===== config.mk =====
export PLATFORM = sky130hd
export DESIGN_NAME = fp_pack_normalize_flat
export DESIGN_NICKNAME = d
export VERILOG_FILES = /design/src/rtl/fp_pack_normalize_pkg.sv /design/src/rtl/fp_pack_normalize_if.sv /design/src/rtl/fp_round_rne.sv /design/src/rtl/fp_pack_normalize.sv /design/src/flat_wrapper.sv
export SDC_FILE = /design/constraint.sdc
export NUM_CORES = 1
export LEC_CHECK = 0
export ABC_AREA = 1
export BUFFER_PORTS_ARGS = -buffer_cell sky130_fd_sc_hd__buf_2
export CAP_MARGIN = 20
export CORE_ASPECT_RATIO = 0.75
export CORE_MARGIN = 2
export CORE_UTILIZATION = 34
export DETAILED_ROUTE_END_ITERATION = 6
export SYNTH_ARGS = -nofsm -noshare
export SYNTH_HDL_FRONTEND = slang
export SYNTH_SLANG_ARGS = --single-unit

===== constraint.sdc =====
create_clock -name clk -period 1.7 [get_ports clk]
set_clock_uncertainty 0.05 [all_clocks]
set_input_delay 0.34 -clock clk [delete_from_list [all_inputs] [get_ports clk]]
set_output_delay 0.34 -clock clk [all_outputs]
set_load 0.005 [all_outputs]

===== src/rtl/fp_pack_normalize_pkg.sv =====
// Shared types and constants for the FP32 pack/normalize stage.
package fp_pack_normalize_pkg;

  localparam int unsigned BIAS    = 127;
  localparam logic [7:0]  EXP_INF = 8'hFF;

  typedef struct packed {
    logic        sign;
    logic [7:0]  exponent;
    logic [22:0] mantissa;
  } fp32_t;

  typedef enum logic [1:0] {
    IDLE,
    NORM,
    ROUND,
    DONE
  } state_t;

endpackage


===== src/rtl/fp_pack_normalize_if.sv =====
// Operand-in / packed-result-out handshake bundle for fp_pack_normalize.
interface fp_pack_normalize_if #(
  parameter int unsigned EXP_W  = 8,
  parameter int unsigned FRAC_W = 23,
  parameter int unsigned GRS_W  = 3
);
  logic                         in_valid;
  logic                         in_ready;
  logic                         in_sign;
  logic [EXP_W:0]               in_exp;
  logic [FRAC_W+GRS_W+1:0]      in_mant;
  logic                         out_valid;
  logic                         out_ready;
  logic [EXP_W+FRAC_W:0]        out_data;

  modport master (
    output in_valid, in_sign, in_exp, in_mant, out_ready,
    input  in_ready, out_valid, out_data
  );

  modport slave (
    input  in_valid, in_sign, in_exp, in_mant, out_ready,
    output in_ready, out_valid, out_data
  );
endinterface


===== src/rtl/fp_round_rne.sv =====
// Round-to-nearest-even on {exponent field, fraction} using guard/round/sticky.
module fp_round_rne #(
  parameter int unsigned EXP_W  = 8,
  parameter int unsigned FRAC_W = 23
) (
  input  logic [EXP_W-1:0]        exp_field,
  input  logic [FRAC_W-1:0]       frac,
  input  logic                    guard,
  input  logic                    round_bit,
  input  logic                    sticky,
  output logic [EXP_W+FRAC_W-1:0] result
);
  logic inc;

  assign inc = guard & (round_bit | sticky | frac[0]);
  // Fraction carry ripples into the exponent field: denormal->normal, max->infinity.
  assign result = {exp_field, frac} + {{(EXP_W+FRAC_W-1){1'b0}}, inc};
endmodule


===== src/rtl/fp_pack_normalize.sv =====
// FP32 adder final stage: iterative normalize (one shift/cycle), RNE round, pack.
module fp_pack_normalize
  import fp_pack_normalize_pkg::*;
#(
  parameter int unsigned EXP_W  = 8,
  parameter int unsigned FRAC_W = 23,
  parameter int unsigned GRS_W  = 3
) (
  input  logic                 clk,
  input  logic                 reset,
  fp_pack_normalize_if.slave   bus
);
  localparam int unsigned MANT_W = FRAC_W + GRS_W + 2;
  localparam logic [EXP_W:0] EXP_ONE = {{EXP_W{1'b0}}, 1'b1};
  localparam logic [EXP_W:0] EXP_MAX = {1'b0, {EXP_W{1'b1}}};

  state_t                  state, state_nx;
  logic                    sign_r, sign_nx;
  logic [EXP_W:0]          exp_r, exp_nx;
  logic [MANT_W-1:0]       mant_r, mant_nx;
  logic [EXP_W+FRAC_W:0]   out_r, out_nx;

  logic                    carry, hidden, overflow;
  logic [EXP_W-1:0]        exp_field;
  logic [EXP_W+FRAC_W-1:0] rounded;

  assign carry     = mant_r[MANT_W-1];
  assign hidden    = mant_r[MANT_W-2];
  assign overflow  = (exp_r >= EXP_MAX);
  assign exp_field = hidden ? exp_r[EXP_W-1:0] : '0;

  fp_round_rne #(
    .EXP_W  (EXP_W),
    .FRAC_W (FRAC_W)
  ) u_round (
    .exp_field (exp_field),
    .frac      (mant_r[MANT_W-3:GRS_W]),
    .guard     (mant_r[2]),
    .round_bit (mant_r[1]),
    .sticky    (mant_r[0]),
    .result    (rounded)
  );

  assign bus.in_ready  = (state == IDLE);
  assign bus.out_valid = (state == DONE);
  assign bus.out_data  = out_r;

  always_comb begin
    state_nx = state;
    sign_nx  = sign_r;
    exp_nx   = exp_r;
    mant_nx  = mant_r;
    out_nx   = out_r;
    case (state)
      IDLE: begin
        if (bus.in_valid) begin
          sign_nx  = bus.in_sign;
          exp_nx   = (bus.in_exp == '0) ? EXP_ONE : bus.in_exp;
          mant_nx  = bus.in_mant;
          state_nx = NORM;
        end
      end
      NORM: begin
        if (mant_r == '0) begin
          out_nx   = {sign_r, {(EXP_W+FRAC_W){1'b0}}};
          state_nx = DONE;
        end else if (carry) begin
          // Right shift folds the dropped bit into sticky (new S = old R | old S).
          mant_nx  = {1'b0, mant_r[MANT_W-1:2], mant_r[1] | mant_r[0]};
          exp_nx   = exp_r + EXP_ONE;
          state_nx = ROUND;
        end else if (!hidden && (exp_r > EXP_ONE)) begin
          mant_nx = mant_r << 1;
          exp_nx  = exp_r - EXP_ONE;
        end else begin
          state_nx = ROUND;
        end
      end
      ROUND: begin
        out_nx   = overflow ? {sign_r, {EXP_W{1'b1}}, {FRAC_W{1'b0}}}
                            : {sign_r, rounded};
        state_nx = DONE;
      end
      DONE: begin
        if (bus.out_ready) state_nx = IDLE;
      end
      default: state_nx = IDLE;
    endcase
  end

  always_ff @(posedge clk) begin
    if (reset) begin
      state  <= IDLE;
      sign_r <= 1'b0;
      exp_r  <= '0;
      mant_r <= '0;
      out_r  <= '0;
    end else begin
      state  <= state_nx;
      sign_r <= sign_nx;
      exp_r  <= exp_nx;
      mant_r <= mant_nx;
      out_r  <= out_nx;
    end
  end
endmodule

===== src/flat_wrapper.sv =====
// flat-port wrapper written by rule: the top's interface ports become plain ports
module fp_pack_normalize_flat import fp_pack_normalize_pkg::*;
#(
  parameter int unsigned EXP_W  = 8,
  parameter int unsigned FRAC_W = 23,
  parameter int unsigned GRS_W  = 3
)
  (clk, reset, bus_in_valid, bus_in_sign, bus_in_exp, bus_in_mant, bus_out_ready, bus_in_ready, bus_out_valid, bus_out_data);
  fp_pack_normalize_if #(.EXP_W(EXP_W), .FRAC_W(FRAC_W), .GRS_W(GRS_W)) bus_i ();
  input  logic clk;
  input  logic reset;
  input wire logic [$bits(bus_i.in_valid)-1:0] bus_in_valid;
  input wire logic [$bits(bus_i.in_sign)-1:0] bus_in_sign;
  input wire logic [$bits(bus_i.in_exp)-1:0] bus_in_exp;
  input wire logic [$bits(bus_i.in_mant)-1:0] bus_in_mant;
  input wire logic [$bits(bus_i.out_ready)-1:0] bus_out_ready;
  output wire logic [$bits(bus_i.in_ready)-1:0] bus_in_ready;
  output wire logic [$bits(bus_i.out_valid)-1:0] bus_out_valid;
  output wire logic [$bits(bus_i.out_data)-1:0] bus_out_data;
  assign bus_i.in_valid = bus_in_valid;
  assign bus_i.in_sign = bus_in_sign;
  assign bus_i.in_exp = bus_in_exp;
  assign bus_i.in_mant = bus_in_mant;
  assign bus_i.out_ready = bus_out_ready;
  assign bus_in_ready = bus_i.in_ready;
  assign bus_out_valid = bus_i.out_valid;
  assign bus_out_data = bus_i.out_data;
  fp_pack_normalize #(.EXP_W(EXP_W), .FRAC_W(FRAC_W), .GRS_W(GRS_W)) u_core (.clk(clk), .reset(reset), .bus(bus_i));
endmodule

After elaboration in Yosys (flattened, before gate mapping) --
Cells that the tools add are included.
Cells by class: add/sub/neg operators 3, reductions and logical operators 12, mux-type cells 21, magnitude comparators 2, equal/unequal tests 9, bitwise operators 3
Operators by type and width (count):
- two-way mux 28 bit | 4
- one-hot mux 32 bit (2 select lines) | 1
- one-hot mux 28 bit (2 select lines) | 1
- two-way mux 9 bit | 5
- two-way mux 32 bit | 1
- adder 31 x 1 -> 31 bit | 1
- two-way mux 31 bit | 1
- logical NOT 28 bit | 1
- one-hot mux 9 bit (2 select lines) | 1
- two-way mux 2 bit | 5
- adder 9 x 1 -> 9 bit (second input constant) | 1
- >= comparator 9 x 8 -> 1 bit (second input constant) | 1
- greater-than comparator 9 x 1 -> 1 bit (second input constant) | 1
- logical NOT 9 bit | 1
- subtractor 9 x 1 -> 9 bit (second input constant) | 1
- two-way mux 8 bit | 1
- one-hot mux 2 bit (4 select lines) | 1
- inequality test 2 bit (second input constant) | 3
- AND reduction 3 bit | 2
- == test 2 bit (second input constant) | 2
- inequality test 4 x 2 -> 1 bit (second input constant) | 1
- AND reduction 2 bit | 2
- AND reduction 4 bit | 1
- nonzero test 2 bit | 2
- 8 further kinds | 9
Storage, ports and cells: bits in registers 72, word-level logic and storage cells 56, output and inout bits 34, input port bits 42

Logic depth before layout (Yosys ltp) --
depth in word-level cells 6, depth in mapped cells 12, gate-level depth less buffers 12

By module --
Synthesis repeated with hierarchy kept, for this count alone.
Unflattened totals: cell total of the unflattened synthesis 869, area, all modules 5216.3 um^2
By module, submodules not included:
- fp_pack_normalize | area an instance 4305.4 um^2, instances 1, sequential area each 1441.4 um^2, cells each 680
- fp_round_rne | area an instance 910.9 um^2, instances 1, sequential area each 0.0 um^2, cells each 189

Worst setup path before layout --
No wires, ideal clock.
kind register to register, from reg u_core.state[0], to reg u_core.exp_r[2], data arrival time 1613 ps, cell stages (with the launch flop) 9, required time 1539 ps, buffers on the path 0, setup time 111 ps, period minus slack after synthesis 1774 ps, setup slack -74 ps, cell sequence dfxtp_1 > inv_1 > ha_1 > inv_1 > nor2_1 > a21oi_1 > a21boi_1 > and3_1 > nor2_1
On the way: longest elaborated chain between the ends 3, elaborated cells on any way between the ends 8, classes of those cells 4 x eq/ne; 1 x mux; 3 x reduce/logical
Ends and longest elaborated chain:
- start, declared | line fp_pack_normalize.sv:17 | state_t state, state_nx;
- start signal, assigned | line fp_pack_normalize.sv:99 | state <= state_nx;
- logical NOT 2 bit (*)
- named net bus_in_ready | line flat_wrapper.sv:17 | output wire logic [$bits(bus_i.in_ready)-1:0] bus_in_ready;
- inequality test 2 bit (no source line) / nonzero test 2 bit (equally long branches)
- AND reduction 4 bit (no source line)
- end signal, assigned | line fp_pack_normalize.sv:101 | exp_r <= exp_nx;
- end, declared | line fp_pack_normalize.sv:19 | logic [EXP_W:0] exp_r, exp_nx;
The timed path passes the listed nets; every way through them passes the cells marked *. A chain may end at the register's enable or synchronous reset.

Worst setup path in the final report --
from reg u_core.mant_r[3], to reg u_core.mant_r[25]
On the way: longest elaborated chain between the ends 3
Ends and longest elaborated chain:
- start, declared | line fp_pack_normalize.sv:20 | logic [MANT_W-1:0] mant_r, mant_nx;
- start signal, assigned | line fp_pack_normalize.sv:102 | mant_r <= mant_nx;
- logical NOT 28 bit | line fp_pack_normalize.sv:64 | if (mant_r == '0) begin
- inequality test 2 bit (no source line)
- AND reduction 4 bit (no source line)
No other way between the ends.

==> results_dict.tcl <==
set metrics [dict create \
    setup_tns_ps -4090 \
    ff2ff_setup_slack_ps -120 \
    place_area_mm2 0.00616 \
    clockBufferDepth 2 \
    grt_util_all_layers_pct 21.7 \
    cp_data_required_time_ps 1880 \
    timing.fmax_mhz 549 \
    gp_congestion 0.887 \
    grt.overflow.total 0 \
    yosysWarnings 0 \
    grt_max_degree 36 \
    layout_worst_path_cycle_share_pct 107 \
    maxCapViolCount 0 \
    failed_checks "negative setup slack" \
    coreArea_mm2 0.0144 \
    num_rows 38 \
    layout_commonest_cell "nand2_1" \
    critPathKind "reg -> reg" \
    holdCritPathClass "in -> reg" \
    slew-limit-headroom_pct 77.2 \
    cts_sinks 72 \
    port-buffer-count 75 \
    ys_ff_latch 72 \
    holdBufCountCts 0 \
    r2r_start "u_core.mant_r[3]$_SDFFE_PP0P_" \
    final_layout_size_suffix_gt1_share_pct 32.8 \
    path_clk_slew_ps 60 \
    setup_slack_ps -122 \
    clk-insertion-delay-late_ps 340 \
    path_max_fanout 7 \
    synthCells 832 \
    dp_hpwl_mm 12.4 \
    syn2layout_area_growth_pct 45.5 \
    drtIter0Drc 371 \
    cts_tree "built" \
    grt_pass1_wl_mm 26.6 \
    rsz0062_at_grt "yes" \
    netlist_area_mm2 0.00497 \
    cts_max_level 3 \
    diodes 0 \
    final_cells 1194 \
    synth_cell_types 34 \
    io_pins 76 \
    dieHeight_um 109 \
    dieArea_mm2 0.0156 \
    hold_viol 0 \
    antenna_found_initial 0 \
    cts_buffers 9 \
    worst_pin_slew_ps 339 \
    critPathLaunchType "flip-flop" \
    end_kind "flip-flop" \
    nets 1040 \
    drc_errors 0 \
    fp.dieW_um 144 \
    outcome "finished, violations left" \
    drtAntennaViolNets 0 \
    wirelength_mm 17.6 \
    finalSetupViolCount 62 \
    viasPerCell 4.95 \
    finalCriticalPeriod_ps 1820 \
    hp-start "bus_in_sign" \
    synth_fp_nets 883 \
    dp.cells 1153 \
    ys_seq_area_share_pct 29.0 \
    cts-root-buf "clkbuf_16" \
    ir_worst_vdd_mv 0.885 \
    power-per-cell-area_mw_per_mm2 1920 \
    final_core_utilization_pct 50.3 \
    drv_slew 0 \
    detail_route.wl_per_cell_um 14.7 \
    p_leak_uw 0.00332 \
    final_cell_area_mm2 0.00723 \
    avgSynthCellArea_um2 5.97 \
    num_vias 5908 \
    grt_pass1_vias 5288 \
    worst_ep_arrival_time_ps 2010 \
    critPathLaunch "u_core.mant_r[3]$_SDFFE_PP0P_" \
    final_cell_mix "202 x nand2_1, 118 x nor2_1, 90 x nand3_1, 82 x buf_4, 75 x buf_2" \
    dr.pass1.iters 7 \
    start_util_pct 34.6 \
]
-- layer usage --
metal / part of all wire, % / GRT usage (%) / up-vias
li1: - / - / 2991
met1: 49 / 30.0 / 2734
met2: 44 / 35.3 / 157
met3: 5.1 / 3.56 / 26
met4: 1.9 / 5.60 / 0
met5: 0 / 0 / -
-- critical path: stages, from the launching register on --
cell and delay, ps:
dfxtp_2 330, buf_6 110, nor2_4 70, nand2_1 50, nor2_1 100, nand2_2 80, nor2_4 200, nand2_4 120
nand3_4 130, buf_12 160, clkbuf_16 160, nand2_1 50, nand2_1 60, nor2_1 40
-- flip-flops by register name (all words and copies together) (netlist names) --
name / flops
u_core.exp_r: 9
u_core.mant_r: 28
u_core.sign_r: 1
u_core.state: 2
u_core.bus.out_data: 32
-- power breakdown --
group / internal [µW] / leakage, µW / switching (µW)
clock: 1430 / 0.000162 / 768
combinational: 4000 / 0.00257 / 4970
sequential: 2240 / 0.000595 / 495
-- layout make-up --
class                           instances  area [µm²]
Sequential cell                        72        1460
Fill cell                            1518        7130
Timing Repair Buffer                  185        1480
Tap cell                              200         250
Clock inverter                          6         108
Clock buffer                           10         229
Inverter                               69         264
Multi-Input combinational cell        652        3430
-- final timing paths --
path,endpoint,cells after the start
hold / removal,u_core.sign_r$_SDFFE_PP0P_,3
setup / recovery,u_core.mant_r[25]$_SDFFE_PP0P_,13
setup reg to reg,u_core.mant_r[25]$_SDFFE_PP0P_,13
hold reg to reg,u_core.bus.out_data[31]$_SDFFE_PP0P_,2
-- stage by stage --
step                hold WS, ps  total power [µW]  setup WS, ps
global placement            408              9420          -178
finish                      210             13900          -122
global route                223             14900          -206
CTS                         200             11800         -36.9
floorplan                   389              6940          4.87
detailed placement          411              9440          -183
-- cell families after synthesis --
kind of cell,Yosys count,share of synthesized area [%]
AO/OA/AOI/OAI,115,13.2
XOR/XNOR,14,2.47
adder cells (fa/ha/maj),9,2.27
buffers and inverters,109,9.82
flip-flops,72,29.0
AND/OR/NAND/NOR,513,43.2
-- synthesized netlist by cell type --
cell / n / area [µm²]
clkbuf_1: 15 / 56.3
a21oi_2: 1 / 8.76
buf_8: 3 / 45.0
nor2_4: 1 / 11.3
nand2_4: 1 / 11.3
buf_4: 3 / 22.5
nand4_1: 8 / 50.1
and2_1: 2 / 12.5
o211ai_1: 2 / 15.0
clkinv_1: 1 / 3.75
buf_6: 2 / 22.5
nor3_1: 3 / 15.0
nand2_2: 4 / 25.0
inv_2: 2 / 7.51
and3_1: 1 / 6.26
a21boi_1: 1 / 7.51
inv_1: 66 / 248
o22ai_1: 1 / 6.26
nor2_2: 2 / 12.5
nand3b_1: 6 / 45.0
o21ai_0: 40 / 200
dfxtp_1: 72 / 1440
nand3_4: 1 / 17.5
a21oi_1: 42 / 210
xor2_1: 14 / 123
nand3_1: 97 / 485
a22oi_1: 2 / 15.0
ha_1: 9 / 113
buf_1: 2 / 7.51
o21a_1: 1 / 7.51
o21bai_1: 25 / 188
nand2_1: 237 / 890
buf_2: 15 / 75.1
nor2_1: 150 / 563
-- timing repair --
item / in CTS / in global routing
gates cloned: 0 / 8
pin swaps: 4 / 28
setup endpoints to repair: 71 / 71
endpoints found under the hold margin: 0 / 0
resized for setup: 45 / 101
buffers inserted: 1 / 16
(Power assumes the default switching activity.)
